### config.mk
export PLATFORM = sky130hd
export DESIGN_NAME = key_debounce_bank_flat
export DESIGN_NICKNAME = d
export VERILOG_FILES = /design/src/rtl/key_debounce_bank_if.sv /design/src/rtl/key_debounce_bank.sv /design/src/flat_wrapper.sv
export SDC_FILE = /design/constraint.sdc
export NUM_CORES = 1
export LEC_CHECK = 0
export ABC_AREA = 1
export BUFFER_PORTS_ARGS = -buffer_cell sky130_fd_sc_hd__buf_2
export CORE_UTILIZATION = 51
export CTS_BUF_LIST = sky130_fd_sc_hd__clkbuf_4 sky130_fd_sc_hd__clkbuf_8 sky130_fd_sc_hd__clkbuf_16
export CTS_CLUSTER_DIAMETER = 150
export DETAILED_ROUTE_END_ITERATION = 8
export GPL_ROUTABILITY_DRIVEN = 0
export GPL_TIMING_DRIVEN = 0
export MAX_ROUTING_LAYER = met4
export PLACE_DENSITY_LB_ADDON = 0.25
export SLEW_MARGIN = 15
export SYNTH_ARGS = -nofsm -noshare
export SYNTH_HDL_FRONTEND = slang
export SYNTH_SLANG_ARGS = --single-unit
### constraint.sdc
create_clock -name SYSCLK -period 2.8 [get_ports SYSCLK]
set_clock_uncertainty 0.05 [all_clocks]
set_input_delay 0.14 -clock SYSCLK [delete_from_list [all_inputs] [get_ports SYSCLK]]
set_output_delay 0.14 -clock SYSCLK [all_outputs]
set_load 0.02 [all_outputs]
### src/rtl/key_debounce_bank_if.sv
// rtl/key_debounce_bank_if.sv - key pin and debounced-event bundle for key_debounce_bank
//
// Purpose: groups the raw key pins and the per-channel debounced outputs
//   of key_debounce_bank into one bundle.
// Signals (each N_KEYS wide):
//   key            raw asynchronous key pins
//   key_level      debounced pressed level, 1 = pressed
//   press_pulse    1-cycle strobe on debounced press
//   release_pulse  1-cycle strobe on debounced release
//   toggle         flips on each debounced release
//   long_pulse     1-cycle strobe when a press is held long enough
// Modports:
//   master  debouncer side (takes key, drives the event outputs)
//   slave   pin/consumer side (drives key, observes the event outputs)
interface key_debounce_bank_if #(
  parameter int N_KEYS = 2
);
  logic [N_KEYS-1:0] key;
  logic [N_KEYS-1:0] key_level;
  logic [N_KEYS-1:0] press_pulse;
  logic [N_KEYS-1:0] release_pulse;
  logic [N_KEYS-1:0] toggle;
  logic [N_KEYS-1:0] long_pulse;

  modport master (
    input  key,
    output key_level, press_pulse, release_pulse, toggle, long_pulse
  );

  modport slave (
    output key,
    input  key_level, press_pulse, release_pulse, toggle, long_pulse
  );
endinterface

### src/rtl/key_debounce_bank.sv
// rtl/key_debounce_bank.sv - multi-channel push-button debouncer with press/release/toggle/long-press events
//
// Purpose: each channel synchronises one raw key pin, rejects bounce shorter
//   than DEB_CYCLES synchronised samples and reports a debounced level,
//   press/release strobes and a toggle bit. Channels are fully independent.
// Ports:
//   SYSCLK  in  system clock, all logic on rising edge
//   RST_N   in  asynchronous active-low reset
//   bus     key_debounce_bank_if.master: key in; key_level, press_pulse,
//           release_pulse, toggle, long_pulse out (all registered)
// Build option:
//   LONG_PRESS_EN  when defined, a per-channel hold counter issues one
//                  long_pulse after LONG_CYCLES in HELD; otherwise long_pulse = 0.
module key_debounce_bank #(
  parameter int N_KEYS         = 2,
  parameter int DEB_CYCLES     = 1000000,
  parameter int KEY_ACTIVE_LOW = 1,
  parameter int TOGGLE_INIT    = 0,
  parameter int LONG_CYCLES    = 100000000
) (
  input  logic                 SYSCLK,
  input  logic                 RST_N,
  key_debounce_bank_if.master  bus
);

  localparam int MAX_CYCLES = (DEB_CYCLES > LONG_CYCLES) ? DEB_CYCLES : LONG_CYCLES;
  localparam int CW         = $clog2(MAX_CYCLES + 1);

  localparam logic [CW-1:0] CNT_ONE  = CW'(1);
  localparam logic [CW-1:0] DEB_LAST = CW'(DEB_CYCLES - 1);
  localparam logic          TOG_INIT = (TOGGLE_INIT != 0);

  localparam logic [1:0] S_IDLE         = 2'd0;
  localparam logic [1:0] S_PRESS_WAIT   = 2'd1;
  localparam logic [1:0] S_HELD         = 2'd2;
  localparam logic [1:0] S_RELEASE_WAIT = 2'd3;

  logic [N_KEYS-1:0] pin_pressed;
  logic [N_KEYS-1:0] sync1_q;
  logic [N_KEYS-1:0] sync2_q;

  logic [1:0]        state_q [N_KEYS];
  logic [CW-1:0]     cnt_q   [N_KEYS];
  logic [N_KEYS-1:0] level_q;
  logic [N_KEYS-1:0] press_q;
  logic [N_KEYS-1:0] release_q;
  logic [N_KEYS-1:0] toggle_q;

`ifdef LONG_PRESS_EN
  localparam logic [CW-1:0] LONG_C    = CW'(LONG_CYCLES);
  localparam logic [CW-1:0] LONG_LAST = CW'(LONG_CYCLES - 1);
  logic [CW-1:0]     hold_q [N_KEYS];
  logic [N_KEYS-1:0] long_q;
`endif

  // Normalise polarity before synchronising so every flop below means "pressed".
  assign pin_pressed = (KEY_ACTIVE_LOW != 0) ? ~bus.key : bus.key;

  always_ff @(posedge SYSCLK or negedge RST_N) begin
    if (!RST_N) begin
      sync1_q <= '0;
      sync2_q <= '0;
    end else begin
      sync1_q <= pin_pressed;
      sync2_q <= sync1_q;
    end
  end

  always_ff @(posedge SYSCLK or negedge RST_N) begin
    if (!RST_N) begin
      for (int i = 0; i < N_KEYS; i++) begin
        state_q[i] <= S_IDLE;
        cnt_q[i]   <= '0;
`ifdef LONG_PRESS_EN
        hold_q[i]  <= '0;
`endif
      end
      level_q   <= '0;
      press_q   <= '0;
      release_q <= '0;
      toggle_q  <= {N_KEYS{TOG_INIT}};
`ifdef LONG_PRESS_EN
      long_q    <= '0;
`endif
    end else begin
      for (int i = 0; i < N_KEYS; i++) begin
        press_q[i]   <= 1'b0;
        release_q[i] <= 1'b0;
`ifdef LONG_PRESS_EN
        long_q[i]    <= 1'b0;
`endif
        case (state_q[i])
          S_IDLE: begin
            if (sync2_q[i]) begin
              state_q[i] <= S_PRESS_WAIT;
              cnt_q[i]   <= CNT_ONE;
            end
          end
          S_PRESS_WAIT: begin
            if (!sync2_q[i]) begin
              state_q[i] <= S_IDLE;
              cnt_q[i]   <= '0;
            end else if (cnt_q[i] >= DEB_LAST) begin
              // This sample is the DEB_CYCLES-th consecutive pressed one.
              state_q[i] <= S_HELD;
              cnt_q[i]   <= '0;
              level_q[i] <= 1'b1;
              press_q[i] <= 1'b1;
`ifdef LONG_PRESS_EN
              hold_q[i]  <= '0;
`endif
            end else begin
              cnt_q[i] <= cnt_q[i] + CNT_ONE;
            end
          end
          S_HELD: begin
            if (!sync2_q[i]) begin
              state_q[i] <= S_RELEASE_WAIT;
              cnt_q[i]   <= CNT_ONE;
            end
`ifdef LONG_PRESS_EN
            // Saturates at LONG_CYCLES so a single press yields one strobe.
            else if (hold_q[i] < LONG_C) begin
              hold_q[i] <= hold_q[i] + CNT_ONE;
              if (hold_q[i] == LONG_LAST)
                long_q[i] <= 1'b1;
            end
`endif
          end
          S_RELEASE_WAIT: begin
            if (sync2_q[i]) begin
              // Release bounce: back to HELD, hold counter keeps its progress.
              state_q[i] <= S_HELD;
              cnt_q[i]   <= '0;
            end else if (cnt_q[i] >= DEB_LAST) begin
              state_q[i]   <= S_IDLE;
              cnt_q[i]     <= '0;
              level_q[i]   <= 1'b0;
              release_q[i] <= 1'b1;
              toggle_q[i]  <= ~toggle_q[i];
            end else begin
              cnt_q[i] <= cnt_q[i] + CNT_ONE;
            end
          end
          default: begin
            state_q[i] <= S_IDLE;
            cnt_q[i]   <= '0;
          end
        endcase
      end
    end
  end

  assign bus.key_level     = level_q;
  assign bus.press_pulse   = press_q;
  assign bus.release_pulse = release_q;
  assign bus.toggle        = toggle_q;
`ifdef LONG_PRESS_EN
  assign bus.long_pulse    = long_q;
`else
  assign bus.long_pulse    = '0;
`endif

endmodule

### src/flat_wrapper.sv
// flat-port wrapper written by rule: the top's interface ports become plain ports
module key_debounce_bank_flat 
#(
  parameter int N_KEYS         = 2,
  parameter int DEB_CYCLES     = 1000000,
  parameter int KEY_ACTIVE_LOW = 1,
  parameter int TOGGLE_INIT    = 0,
  parameter int LONG_CYCLES    = 100000000
)
  (SYSCLK, RST_N, bus_key, bus_key_level, bus_press_pulse, bus_release_pulse, bus_toggle, bus_long_pulse);
  key_debounce_bank_if #(.N_KEYS(N_KEYS)) bus_i ();
  input  logic SYSCLK;
  input  logic RST_N;
  input wire logic [$bits(bus_i.key)-1:0] bus_key;
  output wire logic [$bits(bus_i.key_level)-1:0] bus_key_level;
  output wire logic [$bits(bus_i.press_pulse)-1:0] bus_press_pulse;
  output wire logic [$bits(bus_i.release_pulse)-1:0] bus_release_pulse;
  output wire logic [$bits(bus_i.toggle)-1:0] bus_toggle;
  output wire logic [$bits(bus_i.long_pulse)-1:0] bus_long_pulse;
  assign bus_i.key = bus_key;
  assign bus_key_level = bus_i.key_level;
  assign bus_press_pulse = bus_i.press_pulse;
  assign bus_release_pulse = bus_i.release_pulse;
  assign bus_toggle = bus_i.toggle;
  assign bus_long_pulse = bus_i.long_pulse;
  key_debounce_bank #(.N_KEYS(N_KEYS), .DEB_CYCLES(DEB_CYCLES), .KEY_ACTIVE_LOW(KEY_ACTIVE_LOW), .TOGGLE_INIT(TOGGLE_INIT), .LONG_CYCLES(LONG_CYCLES)) u_core (.SYSCLK(SYSCLK), .RST_N(RST_N), .bus(bus_i));
endmodule
==> flow_summary.yaml, run 1 <==
logic_synthesis:
  yosysWarnings: 0
  syn_area_um2: 3970
  synthDistinctLibCells: 33
  synth-compound-area-share: 0.0413
  synth_fa_ha_area_frac: 0.00631
  synthSimpleGateAreaFrac: 0.347
  yosysSeqAreaShare: 0.441
  syn-instance-count: 523
  synthMuxAreaShare: 0
  synth_xor_area_frac: 0.0618
  synth_top_family_by_area: "simple AND/OR/NAND/NOR gates"
  ys_ff_latch: 70
  synth.avg_cell_area_um2: 7.59
setup_path:
  crit_top_cell: "nand2_1"
  arrival_ps: 2280
  cpPeakStageDelay_ps: 490
  cp_slowest_cell: "dfrtp_1"
  required_ps: 2980
  cp_cell_sequence: "ha_1, buf_2, nand2_1, nor2_1, and3_1, nand4_1, nand3_1, nand2_1, nand2_1, nand2_1"
  crit_fanout: 7
  setup.worst_path.start_class: "flop"
  end_kind: "flop"
  crit_type: "flop to flop"
floorplanning:
  placementRows: 31
  die_h_um: 90.2
  start_util: 0.539
  dieWidth_um: 90.2
  dieArea_um2: 8140
  io_pins: 14
  core_area_um2: 7370
cts:
  clockBufferDepth: 2
  numCtsBuffers: 9
  root_buffer: "clkbuf_8"
  postCtsResizedCells: 0
  clk_latency_ps: 340
  clkTransAtPathRegs_ps: 80
  cts_tree: "yes"
  cts_max_level: 3
  clock-sinks: 70
pwr:
  switchingPower_uw: 494
  p_per_area_nw_per_um2: 464
  power_leakage_uw: 0.00221
  pwr-share-clk: 0.445
  switching_share: 0.240
  seqPwrFrac: 0.507
  comb_power_share: 0.048
  ir_worst_vdd_mv: 0.291
  p_int_uw: 1560
grt:
  busiest_layer: "met2"
  grt_start_max_net_pins: 42
  grt_pass1_vias: 3322
  grt_usage: 0.225
  grt.met1_usage: 0.254
  grt_overflow_total: 0
  grt_use_met2: 0.383
  antenna_found_initial: 0
  grt_util_met3: 0.0533
  grt_pass1_wl_um: 14400
routing:
  viasPerCell: 5.08
  drt_iter0_markers: 132
  vias: 3325
  first_pass_iters: 4
  drc: 0
  ant_nets: 0
  wl_per_cell_um: 12.2
  drt_wl_total_um: 8010
final_layout:
  diodes: 0
  fin_nets: 556
  final_cells: 654
  final_common_cell: "nand2_1"
  final_cell_mix: "nand2_1 (131), inv_1 (84), dfrtp_1 (70)"
  fillerInstances: 671
  area_growth_pct: 11.5
  drive_above_1_share: 0.108
timing:
  fin_crit_ps: 2100
  finalSetupTns_ps: 0
  rsz0062_at_grt: "no"
  maxSlewViolCount: 0
  finalWorstSetupSlack_ps: 701
  fmax_ghz: 0.476
  worst_pin_slew_ps: 554
  relSlewSlack: 0.628
  setup_viol: 0
  finalCritPeriodShare: 0.750
  hold_viol: 0
job:
  drv_cap: 0
place:
  io_buffers: 11
  place_ws_ps: 758
  dp.cells: 635
  dp_hpwl_um: 5900
outcome:
  status: "complete, no violations"
hold_path:
  hp-class: "primary input to async pin"
-- synth_stat cells, drive strengths merged --
| cell type | number | area, um^2 |
|---|---|---|
| and3 | 1 | 6.26 |
| nor2 | 69 | 307 |
| nor3 | 21 | 110 |
| nand2 | 133 | 504 |
| o211ai | 1 | 7.51 |
| o21ai | 11 | 55.1 |
| xor2 | 26 | 228 |
| nand3b | 2 | 15.0 |
| a21oi | 2 | 13.8 |
| inv | 86 | 323 |
| or2 | 2 | 12.5 |
| o22ai | 14 | 87.6 |
| buf | 10 | 72.6 |
| nor4 | 1 | 6.26 |
| ha | 2 | 25.0 |
| xnor2 | 2 | 17.5 |
| nand3 | 53 | 315 |
| conb | 1 | 3.75 |
| clkbuf | 2 | 7.51 |
| and2 | 1 | 6.26 |
| dfrtp | 70 | 1750 |
| nand4 | 13 | 93.8 |
-- power by group through the flow --
| stage | logic, uW | clock network, uW | registers [uW] |
|---|---|---|---|
| after global placement | 91.3 | 0 | 1060 |
| after CTS | 101 | 941 | 1040 |
| after floorplan | 56.7 | 0 | 1060 |
| after global routing | 114 | 981 | 1040 |
| final | 98.4 | 913 | 1040 |
| after detailed placement | 97.8 | 0 | 1060 |
-- sequential cells by signal, indices dropped and copies added, names as in the netlist, named ones only --
signal / count
u_core.cnt_q: 54
u_core.bus.key_level: 2
u_core.bus.press_pulse: 2
u_core.bus.release_pulse: 2
u_core.bus.toggle: 2
u_core.state_q: 2
u_core.sync1_q: 2
u_core.sync2_q: 2
-- metrics by stage --
step                cell area (um^2)  hold slack [ps]  total power (uW)   util
floorplan                       3970             -206              1110      -
CTS                             4430              207              2080  0.601
detailed placement              4170             47.2              1160  0.566
finish                          4430              203              2050  0.601
global placement                4150              236              1150  0.563
global route                    4430              225              2140  0.601
-- worst max-delay path, delay by kind of cell (launching register included) --
| family | cells | cell delay (ps) |
|---|---|---|
| DFF | 1 | 490 |
| and+or+nand+nor | 8 | 1080 |
| buffers and inverters | 1 | 180 |
| adders and majority gates | 1 | 180 |
-- timing repair --
action                    in CTS  in global routing
hold buffers                   3                  0
setup buffers                  0                  0
hold endpoints to repair      31                  0
-- path summary, 6_finish.rpt --
| kind | start | end | slack [ps] | cells after the start |
|---|---|---|---|---|
| setup / recovery | u_core.cnt_q[0] | u_core.bus.toggle[1] | 700 | 10 |
| hold / removal | RST_N | u_core.cnt_q[12] | 200 | 2 |
| setup reg to reg | u_core.cnt_q[0] | u_core.bus.toggle[1] | 700 | 10 |
| hold reg to reg | u_core.sync1_q[1] | u_core.sync2_q[1] | 300 | 0 |
| max in group asynchronous | RST_N | u_core.cnt_q[46] | 1950 | 3 |
| min in group SYSCLK | u_core.sync1_q[1] | u_core.sync2_q[1] | 300 | 0 |
-- metal layers --
layer	part of all wire	wire length, um
met1	0.45	3570
met2	0.51	4050
met3	0.029	236
met4	0.019	155
met5	0	0
-- cell families (layout without fill, tap and decap cells) --
family	Yosys count	in the layout
AND/OR/NAND/NOR	296	296
buffers and inverters	98	129
flip-flops	70	70
AO/OA/AOI/OAI	28	28
XOR/XNOR	28	28
adder cells (fa/ha/maj)	2	2
other	1	2
-- final cells by class --
cell class	count	area, um^2	share of cell area
Clock inverter	7	97.6	0.0221
Buffer	12	80.1	0.0181
Multi-Input combinational cell	356	1820	0.411
Clock buffer	9	124	0.0280
Tap cell	99	124	0.0280
Sequential cell	70	1750	0.396
Inverter	86	323	0.0729
Timing Repair Buffer	15	108	0.0243
Power figures use the tool's default switching activity.
==> inputs of run 2 (changes only) <==
Clock period 2.8 ns to 1.8 ns, I/O delays scaled along.
==> flow_summary.yaml, run 2 (synthesized netlist as in run 1, its figures left out) <==
cts:
  clock-sinks: 70
  clkTransAtPathRegs_ps: 80
  clk_latency_ps: 350
  cts_max_level: 3
  clockBufferDepth: 2
  root_buffer: "clkbuf_8"
  cts_tree: "yes"
  numCtsBuffers: 9
setup_path:
  crit_buf_inv: 3
  cp_slowest_cell: "dfrtp_1"
  arrival_ps: 1970
  end_kind: "flop"
  setup.worst_path.start_class: "flop"
  crit_top_cell: "nand2_1"
  required_ps: 2040
  cp_cell_sequence: "inv_2, nand2_1, o21ai_1, nand2_1, a21oi_4, nand2_4, nor2_8, buf_12, buf_12, nand3_2, nand2_1"
  crit_type: "flop to flop"
  crit_fanout: 7
  crit_family: "simple AND/OR/NAND/NOR gates"
  cpPeakStageDelay_ps: 410
pwr:
  seqPwrFrac: 0.495
  p_per_area_nw_per_um2: 671
  comb_power_share: 0.068
  p_int_uw: 2470
  switchingPower_uw: 805
  power_leakage_uw: 0.00243
  pwr-share-clk: 0.437
  switching_share: 0.246
  ir_worst_vdd_mv: 0.439
timing:
  maxSlewViolCount: 0
  setup_viol: 0
  finalSetupTns_ps: 0
  worst_pin_slew_ps: 575
  fin_crit_ps: 1740
  fmax_ghz: 0.576
  rsz0062_at_grt: "yes"
  hold_viol: 0
  relSlewSlack: 0.614
  finalCritPeriodShare: 0.964
final_layout:
  finalInstanceArea_um2: 4880
  final_common_cell: "nand2_1"
  regMostFlops: "u_core.cnt_q"
  seqCellArea_um2: 1760
  fillerInstances: 601
  final_cell_mix: "nand2_1 (122), inv_1 (78), dfrtp_1 (67)"
  area_growth_pct: 23.0
  drive_above_1_share: 0.219
  fin_nets: 582
  diodes: 0
  largest_reg_flops: 54
  multiInputGateArea_um2: 2010
place:
  placed_area_um2: 4170
  io_buffers: 11
  dp_hpwl_um: 5900
job:
  drv_cap: 0
routing:
  drt_wl_total_um: 8900
  wl_met3_um: 274
  vias: 3473
  first_pass_iters: 4
  viasPerCell: 5.11
  m1WireLength_um: 3790
  ant_nets: 0
  wl_met2_um: 4600
  drc: 0
  wl_per_cell_um: 13.1
  drt_iter0_markers: 177
  dr.max_layer_used: "met4"
floorplanning:
  die_h_um: 90.2
  io_pins: 14
  dieArea_um2: 8140
  start_util: 0.539
  core_area_um2: 7370
  dieWidth_um: 90.2
  placementRows: 31
grt:
  grt_start_max_net_pins: 42
  grt_usage: 0.235
  grt_overflow_total: 0
  grt_pass1_vias: 3373
  grt_pass1_wl_um: 14900
  antenna_found_initial: 0
hold_path:
  hp-class: "primary input to async pin"
outcome:
  status: "complete, no violations"
[run 2: layout make-up]
type / count / area share
timing repair buffer: 42 / 0.0751
buffer: 11 / 0.0169
clock buffer: 9 / 0.0254
inverter: 86 / 0.0661
clock inverter: 7 / 0.0200
sequential: 70 / 0.360
multi-input combinational: 356 / 0.412
tap: 99 / 0.0254
[run 2: worst paths after layout]
check,startpoint,to,slack [ps],cells past startpoint
min in group SYSCLK,u_core.sync1_q[1],u_core.sync2_q[1],300,0
worst max-delay path,u_core.cnt_q[11],u_core.cnt_q[18],60,11
worst min register to register,u_core.sync1_q[1],u_core.sync2_q[1],300,0
worst min-delay path,RST_N,u_core.cnt_q[12],150,2
max in group asynchronous,RST_N,u_core.cnt_q[15],1000,3
worst max register to register,u_core.cnt_q[11],u_core.cnt_q[18],60,11
[run 2: metrics by stage]
stage | util | std cells | worst slack [ps] | total power, uW | hold WS, ps
floorplan | - | 524 | 33.7 | 1730 | -256
global placement | 0.563 | 634 | -207 | 1790 | 186
detailed placement | 0.566 | 635 | -242 | 1800 | -2.83
CTS | 0.628 | 668 | 0.0591 | 3280 | 157
global route | 0.662 | 680 | -39.1 | 3410 | 164
finish | 0.662 | 680 | 64.8 | 3270 | 149
[run 2: worst reg2reg max path, cell delays in order (launching register included)]
cell and delay, ps:
dfrtp_1 410, inv_2 110, nand2_1 90, o21ai_1 120
nand2_1 110, a21oi_4 170, nand2_4 90, nor2_8 150
buf_12 130, buf_12 120, nand3_2 60, nand2_1 70
[run 2: what timing repair did]
action | in CTS | in global routing
hold endpoints to repair | 70 | 0
pin swaps | 8 | 16
setup endpoints to repair | 46 | 55
resized for setup | 16 | 48
gates cloned | 1 | 0
hold buffers | 3 | 0
buffers inserted | 13 | 13
[run 2: layer usage]
layer  up-vias  track usage
li1       1749            -
met1      1641        0.268
met2        65        0.393
met3        18       0.0567
met4         0        0.106
met5         -            -
[run 2: power groups by stage]
stage	clock [uW]	combinational [uW]	sequential, uW
final	1430	222	1620
after floorplan	0	88.3	1650
after detailed placement	0	152	1650
after global routing	1530	251	1620
after global placement	0	142	1650
after CTS	1460	201	1620
